File: src/rtl/mbist_pkg.sv
// Shared types and March element tables for the MBIST controller.
// An element descriptor is {down, two, op0_wr, op0_val, op1_wr, op1_val}.
package mbist_pkg;

    localparam int ELEM_W = 3;

    typedef enum logic [1:0] {
        S_IDLE,
        S_RUN,
        S_DRAIN,
        S_DONE
    } state_t;

    localparam logic ALGO_MARCH_C = 1'b0;
    localparam logic ALGO_MATS    = 1'b1;

    localparam logic [ELEM_W-1:0] MARCH_C_LAST = 3'd5;
    localparam logic [ELEM_W-1:0] MATS_LAST    = 3'd2;

    typedef struct packed {
        logic down;
        logic two;
        logic op0_wr;
        logic op0_val;
        logic op1_wr;
        logic op1_val;
    } elem_desc_t;

    // Row index is the algo code; bit groups are down_two_op0_op1, op = {wr,val}.
    localparam elem_desc_t ELEM_TBL [2][8] = '{
        '{elem_desc_t'(6'b0_0_10_00), elem_desc_t'(6'b0_1_00_11),
          elem_desc_t'(6'b0_1_01_10), elem_desc_t'(6'b1_1_00_11),
          elem_desc_t'(6'b1_1_01_10), elem_desc_t'(6'b0_0_00_00),
          elem_desc_t'(6'b0_0_00_00), elem_desc_t'(6'b0_0_00_00)},
        '{elem_desc_t'(6'b0_0_10_00), elem_desc_t'(6'b0_1_00_11),
          elem_desc_t'(6'b1_1_01_10), elem_desc_t'(6'b0_0_00_00),
          elem_desc_t'(6'b0_0_00_00), elem_desc_t'(6'b0_0_00_00),
          elem_desc_t'(6'b0_0_00_00), elem_desc_t'(6'b0_0_00_00)}
    };

    function automatic logic is_last_elem(input logic algo, input logic [ELEM_W-1:0] e);
        return e == ((algo == ALGO_MATS) ? MATS_LAST : MARCH_C_LAST);
    endfunction

endpackage

File: src/rtl/mbist_addr_gen.sv
// Loadable up/down address counter; tc flags the last address of the current sweep.
module mbist_addr_gen #(
    parameter int ADDR = 4
) (
    input  logic            clk,
    input  logic            rst_n,
    input  logic            load,
    input  logic            load_down,
    input  logic            step,
    output logic [ADDR-1:0] addr,
    output logic            tc
);

    logic down;

    always_ff @(posedge clk or negedge rst_n) begin
        if (!rst_n) begin
            addr <= '0;
            down <= 1'b0;
        end else if (load) begin
            down <= load_down;
            addr <= load_down ? '1 : '0;
        end else if (step) begin
            addr <= down ? addr - ADDR'(1) : addr + ADDR'(1);
        end
    end

    assign tc = down ? (addr == '0) : (addr == '1);

endmodule

File: src/rtl/mbist_march_ctrl.sv
// March C- / MATS+ MBIST engine: issues one memory op per cycle, checks each
// read one cycle later and stops on the first mismatch with diagnostics.
module mbist_march_ctrl
    import mbist_pkg::*;
#(
    parameter int ADDR = 4,
    parameter int DATA = 8
) (
    input  logic              clk,
    input  logic              rst_n,
    input  logic              start,
    input  logic              algo,
    output logic              mem_wen,
    output logic              mem_ren,
    output logic [ADDR-1:0]   mem_addr,
    output logic [DATA-1:0]   mem_din,
    input  logic [DATA-1:0]   mem_dout,
    output logic              busy,
    output logic              done,
    output logic              pass,
    output logic [ADDR-1:0]   fail_addr,
    output logic [DATA-1:0]   fail_exp,
    output logic [DATA-1:0]   fail_act,
    output logic [ELEM_W-1:0] fail_elem
);

    state_t            state;
    logic              algo_q;
    logic [ELEM_W-1:0] elem_q;
    logic              opsel_q;
    logic              rd_val;

    logic              chk_vld;
    logic [DATA-1:0]   chk_exp;
    logic [ADDR-1:0]   chk_addr;
    logic [ELEM_W-1:0] chk_elem;

    logic              tc, accept, mism, last_op, adv_elem, last_elem, fin;
    logic [ELEM_W-1:0] elem_n;
    logic              opsel_n, nxt_wr, nxt_val;
    logic              ag_load, ag_down, ag_step;

    // start is a level request with no ready: it is taken only while idle or
    // done, and busy high marks the window in which it is ignored.
    always_comb begin
        accept    = start && (state == S_IDLE || state == S_DONE);
        mism      = chk_vld && (mem_dout != chk_exp);
        last_op   = !ELEM_TBL[algo_q][elem_q].two || opsel_q;
        adv_elem  = last_op && tc;
        last_elem = is_last_elem(algo_q, elem_q);
        fin       = adv_elem && last_elem;
        elem_n    = adv_elem ? elem_q + ELEM_W'(1) : elem_q;
        opsel_n   = !last_op;
        nxt_wr    = opsel_n ? ELEM_TBL[algo_q][elem_n].op1_wr  : ELEM_TBL[algo_q][elem_n].op0_wr;
        nxt_val   = opsel_n ? ELEM_TBL[algo_q][elem_n].op1_val : ELEM_TBL[algo_q][elem_n].op0_val;
        ag_load   = accept || (state == S_RUN && !mism && adv_elem && !last_elem);
        ag_down   = !accept && ELEM_TBL[algo_q][elem_n].down;
        ag_step   = (state == S_RUN) && !mism && last_op && !tc;
    end

    mbist_addr_gen #(.ADDR(ADDR)) u_addr_gen (
        .clk       (clk),
        .rst_n     (rst_n),
        .load      (ag_load),
        .load_down (ag_down),
        .step      (ag_step),
        .addr      (mem_addr),
        .tc        (tc)
    );

    always_ff @(posedge clk or negedge rst_n) begin
        if (!rst_n) begin
            state     <= S_IDLE;
            algo_q    <= 1'b0;
            elem_q    <= '0;
            opsel_q   <= 1'b0;
            rd_val    <= 1'b0;
            chk_vld   <= 1'b0;
            chk_exp   <= '0;
            chk_addr  <= '0;
            chk_elem  <= '0;
            mem_wen   <= 1'b0;
            mem_ren   <= 1'b0;
            mem_din   <= '0;
            busy      <= 1'b0;
            done      <= 1'b0;
            pass      <= 1'b0;
            fail_addr <= '0;
            fail_exp  <= '0;
            fail_act  <= '0;
            fail_elem <= '0;
        end else begin
            case (state)
                S_IDLE, S_DONE: begin
                    if (accept) begin
                        state     <= S_RUN;
                        algo_q    <= algo;
                        elem_q    <= '0;
                        opsel_q   <= 1'b0;
                        rd_val    <= ELEM_TBL[algo][0].op0_val;
                        chk_vld   <= 1'b0;
                        mem_wen   <= ELEM_TBL[algo][0].op0_wr;
                        mem_ren   <= !ELEM_TBL[algo][0].op0_wr;
                        mem_din   <= ELEM_TBL[algo][0].op0_wr ? {DATA{ELEM_TBL[algo][0].op0_val}} : '0;
                        busy      <= 1'b1;
                        done      <= 1'b0;
                        pass      <= 1'b0;
                        fail_addr <= '0;
                        fail_exp  <= '0;
                        fail_act  <= '0;
                        fail_elem <= '0;
                    end
                end
                S_RUN, S_DRAIN: begin
                    // Compare stage: tag the op on the bus with what its read must return.
                    chk_vld  <= mem_ren && (state == S_RUN);
                    chk_exp  <= {DATA{rd_val}};
                    chk_addr <= mem_addr;
                    chk_elem <= elem_q;
                    if (mism) begin
                        state     <= S_DONE;
                        chk_vld   <= 1'b0;
                        mem_wen   <= 1'b0;
                        mem_ren   <= 1'b0;
                        mem_din   <= '0;
                        busy      <= 1'b0;
                        done      <= 1'b1;
                        pass      <= 1'b0;
                        fail_addr <= chk_addr;
                        fail_exp  <= chk_exp;
                        fail_act  <= mem_dout;
                        fail_elem <= chk_elem;
                    end else if (state == S_DRAIN) begin
                        state <= S_DONE;
                        busy  <= 1'b0;
                        done  <= 1'b1;
                        pass  <= 1'b1;
                    end else if (fin) begin
                        state   <= S_DRAIN;
                        mem_wen <= 1'b0;
                        mem_ren <= 1'b0;
                        mem_din <= '0;
                    end else begin
                        elem_q  <= elem_n;
                        opsel_q <= opsel_n;
                        rd_val  <= nxt_val;
                        mem_wen <= nxt_wr;
                        mem_ren <= !nxt_wr;
                        mem_din <= nxt_wr ? {DATA{nxt_val}} : '0;
                    end
                end
                default: state <= S_IDLE;
            endcase
        end
    end

endmodule

File: config.mk
export PLATFORM = sky130hd
export DESIGN_NAME = mbist_march_ctrl
export DESIGN_NICKNAME = d
export VERILOG_FILES = /design/src/rtl/mbist_pkg.sv /design/src/rtl/mbist_addr_gen.sv /design/src/rtl/mbist_march_ctrl.sv
export SDC_FILE = /design/constraint.sdc
export NUM_CORES = 1
export LEC_CHECK = 0
export ABC_AREA = 1
export CELL_PAD_IN_SITES_DETAIL_PLACEMENT = 1
export CELL_PAD_IN_SITES_GLOBAL_PLACEMENT = 1
export CORE_ASPECT_RATIO = 0.7
export CORE_UTILIZATION = 39
export CTS_BUF_LIST = sky130_fd_sc_hd__clkbuf_2 sky130_fd_sc_hd__clkbuf_4 sky130_fd_sc_hd__clkbuf_8
export CTS_CLUSTER_SIZE = 20
export DETAILED_ROUTE_END_ITERATION = 10
export GPL_TIMING_DRIVEN = 0
export PLACE_DENSITY = 0.9
export SYNTH_ARGS = -nofsm -noshare
export SYNTH_HDL_FRONTEND = slang
export SYNTH_SLANG_ARGS = --single-unit
File: constraint.sdc
create_clock -name clk -period 2.8 [get_ports clk]
set_clock_uncertainty 0.05 [all_clocks]
set_input_delay 0.56 -clock clk [delete_from_list [all_inputs] [get_ports clk]]
set_output_delay 0.56 -clock clk [all_outputs]
set_load 0.03 [all_outputs]
* Word-level counts from Yosys, hierarchy flattened
Cells that the tools add are included.
** Storage, ports and cells
- Flip-flop bits (word level) :: 58
- Bits of input ports :: 12
- Output and inout port bits :: 40
- Word-level logic and storage cells :: 158
** Operators by class
- Add/subtract/negate cells :: 3
- Magnitude comparators :: 4
- Eq/ne operators :: 14
- Multiplexer cells :: 79
- Bitwise operators :: 4
- Reduce and logical (&&, ||, !) cells :: 33
** Operator list (count)
- $mux 48 :: 2
- $mux 46 :: 2
- $mux 36 :: 2
- $mux 8 :: 9
- $pmux 8 s2 :: 3
- $bmux 6 s3 :: 2
- $mux 1 :: 26
- $mux 4 :: 6
- $mux 3 :: 7
- $pmux 1 s2 :: 8
- $mux 6 :: 2
- $pmux 3 s2 :: 2
- $logic_and 1x1->1 :: 11
- $mux 5 :: 2
- $ne 2x2->1 const B :: 5
- $reduce_and 2->1 :: 5
- $ge 4x4->1 const B :: 2
- $logic_not 1->1 :: 8
- $mux 2 :: 4
- $ne 8x8->1 :: 1
- $not 3->4 :: 2
- $pmux 4 s2 :: 1
- $ne 3x3->1 const B :: 2
- $add 4x1->4 const B :: 1
- other kinds (16) :: 22

* Depth between registers and ports, before layout
Gate-level depths: netlist (run 1).
- Word-level depth :: 21
- Mapped depth :: 17
- Gate-level depth less buffers :: 17

* Hierarchy
A second synthesis (run 1) with hierarchy kept.
** Second synthesis, totals
- Cells, all modules :: 303
- Area total of the unflattened synthesis :: 2457.4 um^2
** By module, submodules not included
- mbist_march_ctrl :: times used 1, cells an instance 256, area an instance 2109.5 um^2, sequential area each 975.9 um^2
- mbist_addr_gen :: times used 1, cells an instance 47, area an instance 347.8 um^2, sequential area each 125.1 um^2

* Worst setup path before layout (run 1)
Ideal clock, no wire load.
- Kind :: flip-flop to flip-flop
- Start :: reg algo_q
- End :: reg u_addr_gen.addr[1]
- Setup time :: 0.077 ns
- Data arrival time :: 2.008 ns
- Path slack :: 0.664 ns
- Cell stages (with the launch flop) :: 14
- Cells stage by stage :: dfrtp_1 -> inv_1 -> ha_1 -> nand2_2 -> a21oi_2 -> nand2_4 -> nand2_4 -> nand2_1 -> nand2_2 -> inv_1 -> ha_1 -> o21ai_2 -> nand4_2 -> a21oi_1
** On the way
- Longest elaborated chain between the ends :: 18
- Elaborated cells on any way between the ends :: 27
- Classes of those cells :: eq/ne (1); mux (13); bitwise (2); reduce/logical (11)
** RTL lines
- start: declaration :: line mbist_march_ctrl.sv:28 : logic algo_q;
- start signal: assignment :: line mbist_march_ctrl.sv:97 : algo_q <= algo;
- $not 1->2 (not written as such) :: line mbist_march_ctrl.sv:48, mbist_march_ctrl.sv:57
- $mux 36 (not written as such) :: line mbist_march_ctrl.sv:48, mbist_march_ctrl.sv:57
- $mux 48 (not written as such) (2 in a row) :: line mbist_march_ctrl.sv:48, mbist_march_ctrl.sv:57
- $bmux 6 s3 :: line mbist_march_ctrl.sv:48 : last_op = !ELEM_TBL[algo_q][elem_q].two || opsel_q;
- $mux 5 (not written as such) (2 in a row) :: line mbist_march_ctrl.sv:48
- $logic_not 1->1 :: line mbist_march_ctrl.sv:48
- $logic_or 1x1->1 :: line mbist_march_ctrl.sv:48
- $logic_and 1x1->1 :: line mbist_march_ctrl.sv:49 : adv_elem = last_op && tc;
- $mux 3 :: line mbist_march_ctrl.sv:52 : elem_n = adv_elem ? elem_q + ELEM_W'(1) : elem_q;
- $not 3->4 (not written as such) :: line mbist_march_ctrl.sv:57 : ag_down = !accept && ELEM_TBL[algo_q][elem_n].down;
- $bmux 6 s3 :: line mbist_march_ctrl.sv:57
- $mux 6 (not written as such) (2 in a row) :: line mbist_march_ctrl.sv:57
- $logic_and 1x1->1 :: line mbist_march_ctrl.sv:57
- $mux 4 :: line mbist_addr_gen.sv:22 : addr <= load_down ? '1 : '0;
- $mux 4 :: line mbist_addr_gen.sv:20 : end else if (load) begin
- end signal: assignment :: line mbist_addr_gen.sv:22
- end signal: assignment :: line mbist_addr_gen.sv:24 : addr <= down ? addr - ADDR'(1) : addr + ADDR'(1);
- end: declaration :: line mbist_addr_gen.sv:10 : output logic [ADDR-1:0] addr,
Parallel ways exist; a longest one is shown, timed or not. The select of a mux whose other input is x is not followed.
A chain may end at the register's enable or synchronous reset.

* Worst setup path in the final report (run 1)
- Start :: reg algo_q
- End :: reg u_addr_gen.addr[3]
The elaborated chain is that of the path after synthesis.

==> results of run 1 <==
[flip-flops by register name (all words and copies together), names as in the netlist, 2 cells and up]
| signal | cells |
|---|---|
| u_addr_gen.addr | 4 |
| fail_elem | 3 |
| chk_addr | 4 |
| fail_act | 8 |
| state | 2 |
| elem_q | 3 |
| fail_addr | 4 |
| chk_elem | 3 |
[kinds of logic after synthesis]
| family | count (synthesis) |
|---|---|
| adder cells (fa/ha/maj) | 11 |
| flip-flops | 44 |
| buffers and inverters | 60 |
| AND/OR/NAND/NOR | 127 |
| XOR/XNOR | 3 |
| AO/OA/AOI/OAI | 53 |
[metrics by stage]
stage | setup WS (ps) | util (%) | hold slack (ps) | TNS (ps)
after CTS | 268.7 | 53.51 | 75.85 | 0
after floorplan | 664.3 | - | 214.4 | 0
final | 300.9 | 53.51 | 73.68 | 0
after detailed placement | 260.7 | 52.13 | 406.9 | 0
after global placement | -89.70 | 51.88 | 409.6 | -3776
after global routing | 104.8 | 53.51 | 86.00 | 0
[power by group]
part           internal, mW  switching, mW
Clock                 0.169          0.225
Sequential            0.804          0.143
Combinational         0.534           1.08
[final timing paths]
check,end,slack (ps),depth (start not counted)
max reg2reg,u_addr_gen.addr[3]$_DFFE_PN0P_,300,13
max in group asynchronous,elem_q[0]$_DFFE_PN0P_,2150,2
min in group clk,pass$_DFFE_PN0P_,440,2
min,fail_act[3]$_DFFE_PN0P_,70,1
max,u_addr_gen.addr[3]$_DFFE_PN0P_,300,13
min reg2reg,pass$_DFFE_PN0P_,440,2
[per-layer routing]
metal | track usage [%] | wire (µm) | vias up
li1 | - | - | 1069
met1 | 28.44 | 3238 | 1080
met2 | 35.39 | 2930 | 56
met3 | 4.188 | 261 | 10
met4 | 7.276 | 93 | 0
met5 | 0 | 0 | -
[worst register-to-register path, cell delays in order, from the launching register on]
cell and delay (ps):
dfrtp_1 440, inv_1 210, ha_1 200, nand2_2 60, a21oi_2 160, nand2_4 120
nand2_4 110, nand2_1 70, nand2_2 110, inv_1 90, ha_1 290, o21ai_2 140
nand4_2 190, a21oi_1 190
[placed cells by master, fill, tap and decap left out, types with 6 or more instances in the layout]
cell type	count
a21oi_1	8
buf_4	14
clkbuf_1	6
clkdlybuf4s50_1	50
dfrtp_1	44
ha_1	10
inv_1	37
nand2_1	53
nand2_2	8
nand3_1	29
nor2_1	20
o21ai_0	38
[layout make-up]
class / count / area [µm²]
clock buffers: 5 / 68.82
inverters: 40 / 150.1
plain buffers: 20 / 127.6
well taps: 75 / 93.84
repair buffers: 52 / 525.5
multi-input cells: 194 / 1077
fillers: 721 / 2743
clock inverters: 2 / 12.51
flip-flops and latches: 44 / 1101
==> flow_summary.yaml, run 1 <==
detailed_routing:
  wire_per_inst_um: 15.10
  drcViolationCount: 0
  drtAntennaViolNets: 0
  drt-total-wl_um: 6524
  drt-initial-drc-count: 94
  first_pass_iters: 4
  num_vias: 2215
  via_per_inst: 5.127
clocking:
  clk_latency_ps: 300
  cts_tree: "done"
  cts_buffer_depth: 2
  cts_buffers: 5
  postCtsSetupBuffers: 0
  clock-sinks: 44
  clk_pin_slew_ps: 80
  htree_num_levels: 2
  post_cts_resized: 0
  hold_buffers: 0
  clock-root-buffer: "clkbuf_8"
synth:
  synth_largest_area_cell: "dfrtp_1"
  synth_ff_type: "dfrtp_1"
  synthTopCellsByCount: "53 x nand2_1, 44 x dfrtp_1, 38 x o21ai_0"
  synth_compound_area_share_pct: 12.02
  synth_cell_types: 28
  async_flop_share_pct: 100.0
  synth_top_family_by_area: "simple AND/OR/NAND/NOR gates"
  synth-xor-area-share_pct: 1.070
  synth_area_per_cell_um2: 8.242
  yosysWarnings: 0
  syn_area_um2: 2456
  synth.most_common_cell: "nand2_1"
  ys_seq_area_share_pct: 44.83
  ys_seq_elements: 44
  synth.area.top_cells: "dfrtp_1 45%, nand2_1 8.1%, o21ai_0 7.7%, nand3_1 5.9%, inv_1 5.7%"
  syn_inst: 298
  synth_top_area_share_pct: 44.83
  synth_simple_gate_area_share_pct: 24.86
  synth_edf_count: 0
  muxShareOfSynthArea_pct: 0
  synth_fa_ha_area_share_pct: 5.909
  syn_nets: 321
setup_path:
  critical_path.reg2reg.startpoint: "algo_q$_DFFE_PN0P_"
  startpoint: "algo_q$_DFFE_PN0P_"
  critPathBufInv: 2
  cp-end-kind: "register"
  critical_path.cell_chain: "inv_1 -> ha_1 -> nand2_2 -> a21oi_2 -> nand2_4 -> nand2_4 -> nand2_1 -> nand2_2 -> inv_1 -> ha_1 -> o21ai_2 -> nand4_2 -> a21oi_1"
  max_stage_delay_ps: 440
  cp_top_family: "simple AND/OR/NAND/NOR gates"
  arrival_ps: 2680
  cp.required_ps: 2980
  crit_path_top_delay_cell: "dfrtp_1"
  startpoint_type: "register"
  critPathKind: "reg2reg"
  cp_max_fo: 10
place:
  place.gp.congestion: 0.8658
  dp_hpwl_um: 4985
  dpl_cell_area_um2: 3075
  port-buffer-count: 51
  dp.cells: 425
global_routing:
  grt_max_degree: 35
  grt_pass1_wl_um: 10940
  overflow: 0
  first_global_vias: 2227
  grt_use_total_pct: 21.34
  antenna_found_initial: 0
floorplan:
  placementRows: 23
  start_util_pct: 41.63
  core_um2: 5899
  die_y_um: 68.40
  die_w_um: 96.85
  dieArea_um2: 6624
  ios: 52
final_layout:
  final_cells: 432
  layout-drive-gt1-share_pct: 13.45
  design_area_um2: 3157
  antenna_cells: 0
  syn2layout_area_growth_pct: 28.53
  nets: 380
sta:
  worst_pin_slew_ps: 471.4
  period_share_pct: 89.26
  min_period_ps: 2499
  maxSlewHeadroom_pct: 68.47
  drv_slew: 0
  rsz0062_at_grt: "no"
  fmax_ghz: 0.4001
  setup_viol: 0
  hold_viol: 0
power_and_ir_drop:
  p_leak_nw: 1.487
  power.total_mw: 2.952
  vdd_drop_max_v: 0.0004725
  p_per_area_nw_per_um2: 935.2
status:
  status: "finished, final reports clean"
run:
  timing.max_cap.violations: 0
worst_hold_path:
  hold_path_class: "in2async"
Note: power is estimated with default switching activity, not from simulation.
==> run 2: changes to the inputs <==
--- a/config.mk
+++ b/config.mk
@@ -13,7 +13,6 @@
 export CTS_BUF_LIST = sky130_fd_sc_hd__clkbuf_2 sky130_fd_sc_hd__clkbuf_4 sky130_fd_sc_hd__clkbuf_8
 export CTS_CLUSTER_SIZE = 20
 export DETAILED_ROUTE_END_ITERATION = 10
-export GPL_TIMING_DRIVEN = 0
 export PLACE_DENSITY = 0.9
 export SYNTH_ARGS = -nofsm -noshare
 export SYNTH_HDL_FRONTEND = slang
==> flow_summary.yaml, run 2 (synthesis gave the netlist of run 1 again) <==
detailed_routing:
  via_per_inst: 5.099
  first_pass_iters: 6
  drtAntennaViolNets: 0
  num_vias: 2121
  wire_per_inst_um: 15.81
  drt-total-wl_um: 6577
  drt-initial-drc-count: 73
  drcViolationCount: 0
clocking:
  post_cts_resized: 0
  hold_buffers: 0
  postCtsSetupBuffers: 0
  cts_buffers: 5
  clk_latency_ps: 300
  htree_num_levels: 2
  cts_tree: "done"
  clock-root-buffer: "clkbuf_8"
  clock-sinks: 44
  cts_buffer_depth: 2
  clk_pin_slew_ps: 90
final_layout:
  syn2layout_area_growth_pct: 25.37
  largest_reg_flops: 8
  mostFrequentLayoutCells: "53 x nand2_1, 50 x clkdlybuf4s50_1, 44 x dfrtp_1, 38 x o21ai_0, 37 x inv_1"
  layout-drive-gt1-share_pct: 11.14
  final_common_cell: "nand2_1"
  nets: 363
  regMostFlops: "fail_act"
  antenna_cells: 0
global_routing:
  first_global_vias: 2105
  grt_max_degree: 45
  grt_pass1_wl_um: 10650
  antenna_found_initial: 0
  grt_use_total_pct: 20.73
  overflow: 0
setup_path:
  cp-end-kind: "register"
  regToRegSetupSlack_ps: 310
  worstRegToRegCells: 13
  cp.required_ps: 2980
  critPathCapture: "u_addr_gen.addr[2]$_DFFE_PN0P_"
  startpoint: "elem_q[0]$_DFFE_PN0P_"
  critical_path.reg2reg.startpoint: "elem_q[0]$_DFFE_PN0P_"
  cp_max_fo: 10
  arrival_ps: 2670
  r2r_end: "u_addr_gen.addr[2]$_DFFE_PN0P_"
  startpoint_type: "register"
  critPathKind: "reg2reg"
power_and_ir_drop:
  internal_power_mw: 1.639
  combinationalPowerShare_pct: 52.6
  p_per_area_nw_per_um2: 1012
  swShare_pct: 47.42
  p_leak_nw: 1.434
  clock_power_share_pct: 16.8
  vdd_drop_max_v: 0.0006034
  p_sw_mw: 1.478
  p_seq_share_pct: 30.6
floorplan:
  die_w_um: 96.85
  ios: 52
  start_util_pct: 41.63
  placementRows: 23
  dieArea_um2: 6624
  die_y_um: 68.40
  core_um2: 5899
status:
  status: "finished, final reports clean"
sta:
  min_period_ps: 2494
  setup-tns-final_ps: 0
  fmax_ghz: 0.4010
  drv_slew: 0
  maxSlewHeadroom_pct: 32.11
  worst_pin_slew_ps: 1018
  period_share_pct: 89.06
  hold_viol: 0
  setup_viol: 0
  rsz0062_at_grt: "no"
  hold_slack_ps: 370.9
worst_hold_path:
  hold_path_class: "in2async"
place:
  place.gp.congestion: 0.8286
  port-buffer-count: 51
  dp_hpwl_um: 4850
run:
  timing.max_cap.violations: 0
## run 2: changes by cell type in the layout (fill, tap and decap cells not counted), sizes merged
cell	before	now
clkinvlp	1	0
clkbuf	11	6
bufinv	0	1
buf	16	5
## run 2: power by group through the flow
stage	clock, mW	sequential [mW]	combinational, mW
5_1_grt	0.567	0.976	1.81
3_3_place_gp	0	0.955	1.52
3_5_place_dp	0	0.966	1.61
2_1_floorplan	0	1.09	0.931
6_report	0.523	0.954	1.64
4_1_cts	0.538	0.955	1.65
## run 2: area by class of cell
cell class	instances	area, µm²
clock buffer	6	82.58
clock inverter	2	38.79
fill	718	2820
inverter	40	150.1
multi-input combinational	194	1077
sequential	44	1101
tap	75	93.84
timing repair buffer	55	535.5
## run 2: how the worst min path moves through the flow
stage,to,slack [ps],cells after the start
4_1_cts,fail_act[3]$_DFFE_PN0P_,400,1
3_5_place_dp,busy$_DFFE_PN0P_,420,2
3_3_place_gp,pass$_DFFE_PN0P_,400,2
2_1_floorplan,algo_q$_DFFE_PN0P_,210,0
6_report,fail_act[3]$_DFFE_PN0P_,370,1
5_1_grt,busy$_DFFE_PN0P_,440,1
## run 2: critical path, cell delays in order (launching register included)
cell	delay, ps
dfrtp_1	450
inv_1	170
ha_1	180
nand2_2	60
a21oi_2	160
nand2_4	130
nand2_4	110
nand2_1	70
nand2_2	110
inv_1	110
ha_1	300
o21ai_2	150
nand4_2	190
a21oi_1	190
## run 2: per-stage QoR
step                      setup WS (ps)  total power, mW  utilization [%]  cell area (µm²)  cells
after floorplan                   664.3            2.019                -             2456    298
after global placement            428.3            2.479            50.14             2958    408
after detailed placement          275.9            2.578            50.14             2958    408
after CTS                         278.9            3.139            52.20             3079    416
after global routing              138.0            3.348            52.20             3079    416
final                             306.4            3.117            52.20             3079    416
## run 2: per-layer routing
layer	vias up	track usage, %	wire length, µm	share of wire (%)
met5	-	0	0	0
met4	0	6.716	75	1.1
met3	10	5.107	301	4.6
met2	59	33.98	2932	45
met1	1015	27.37	3268	50
li1	1037	-	-	-
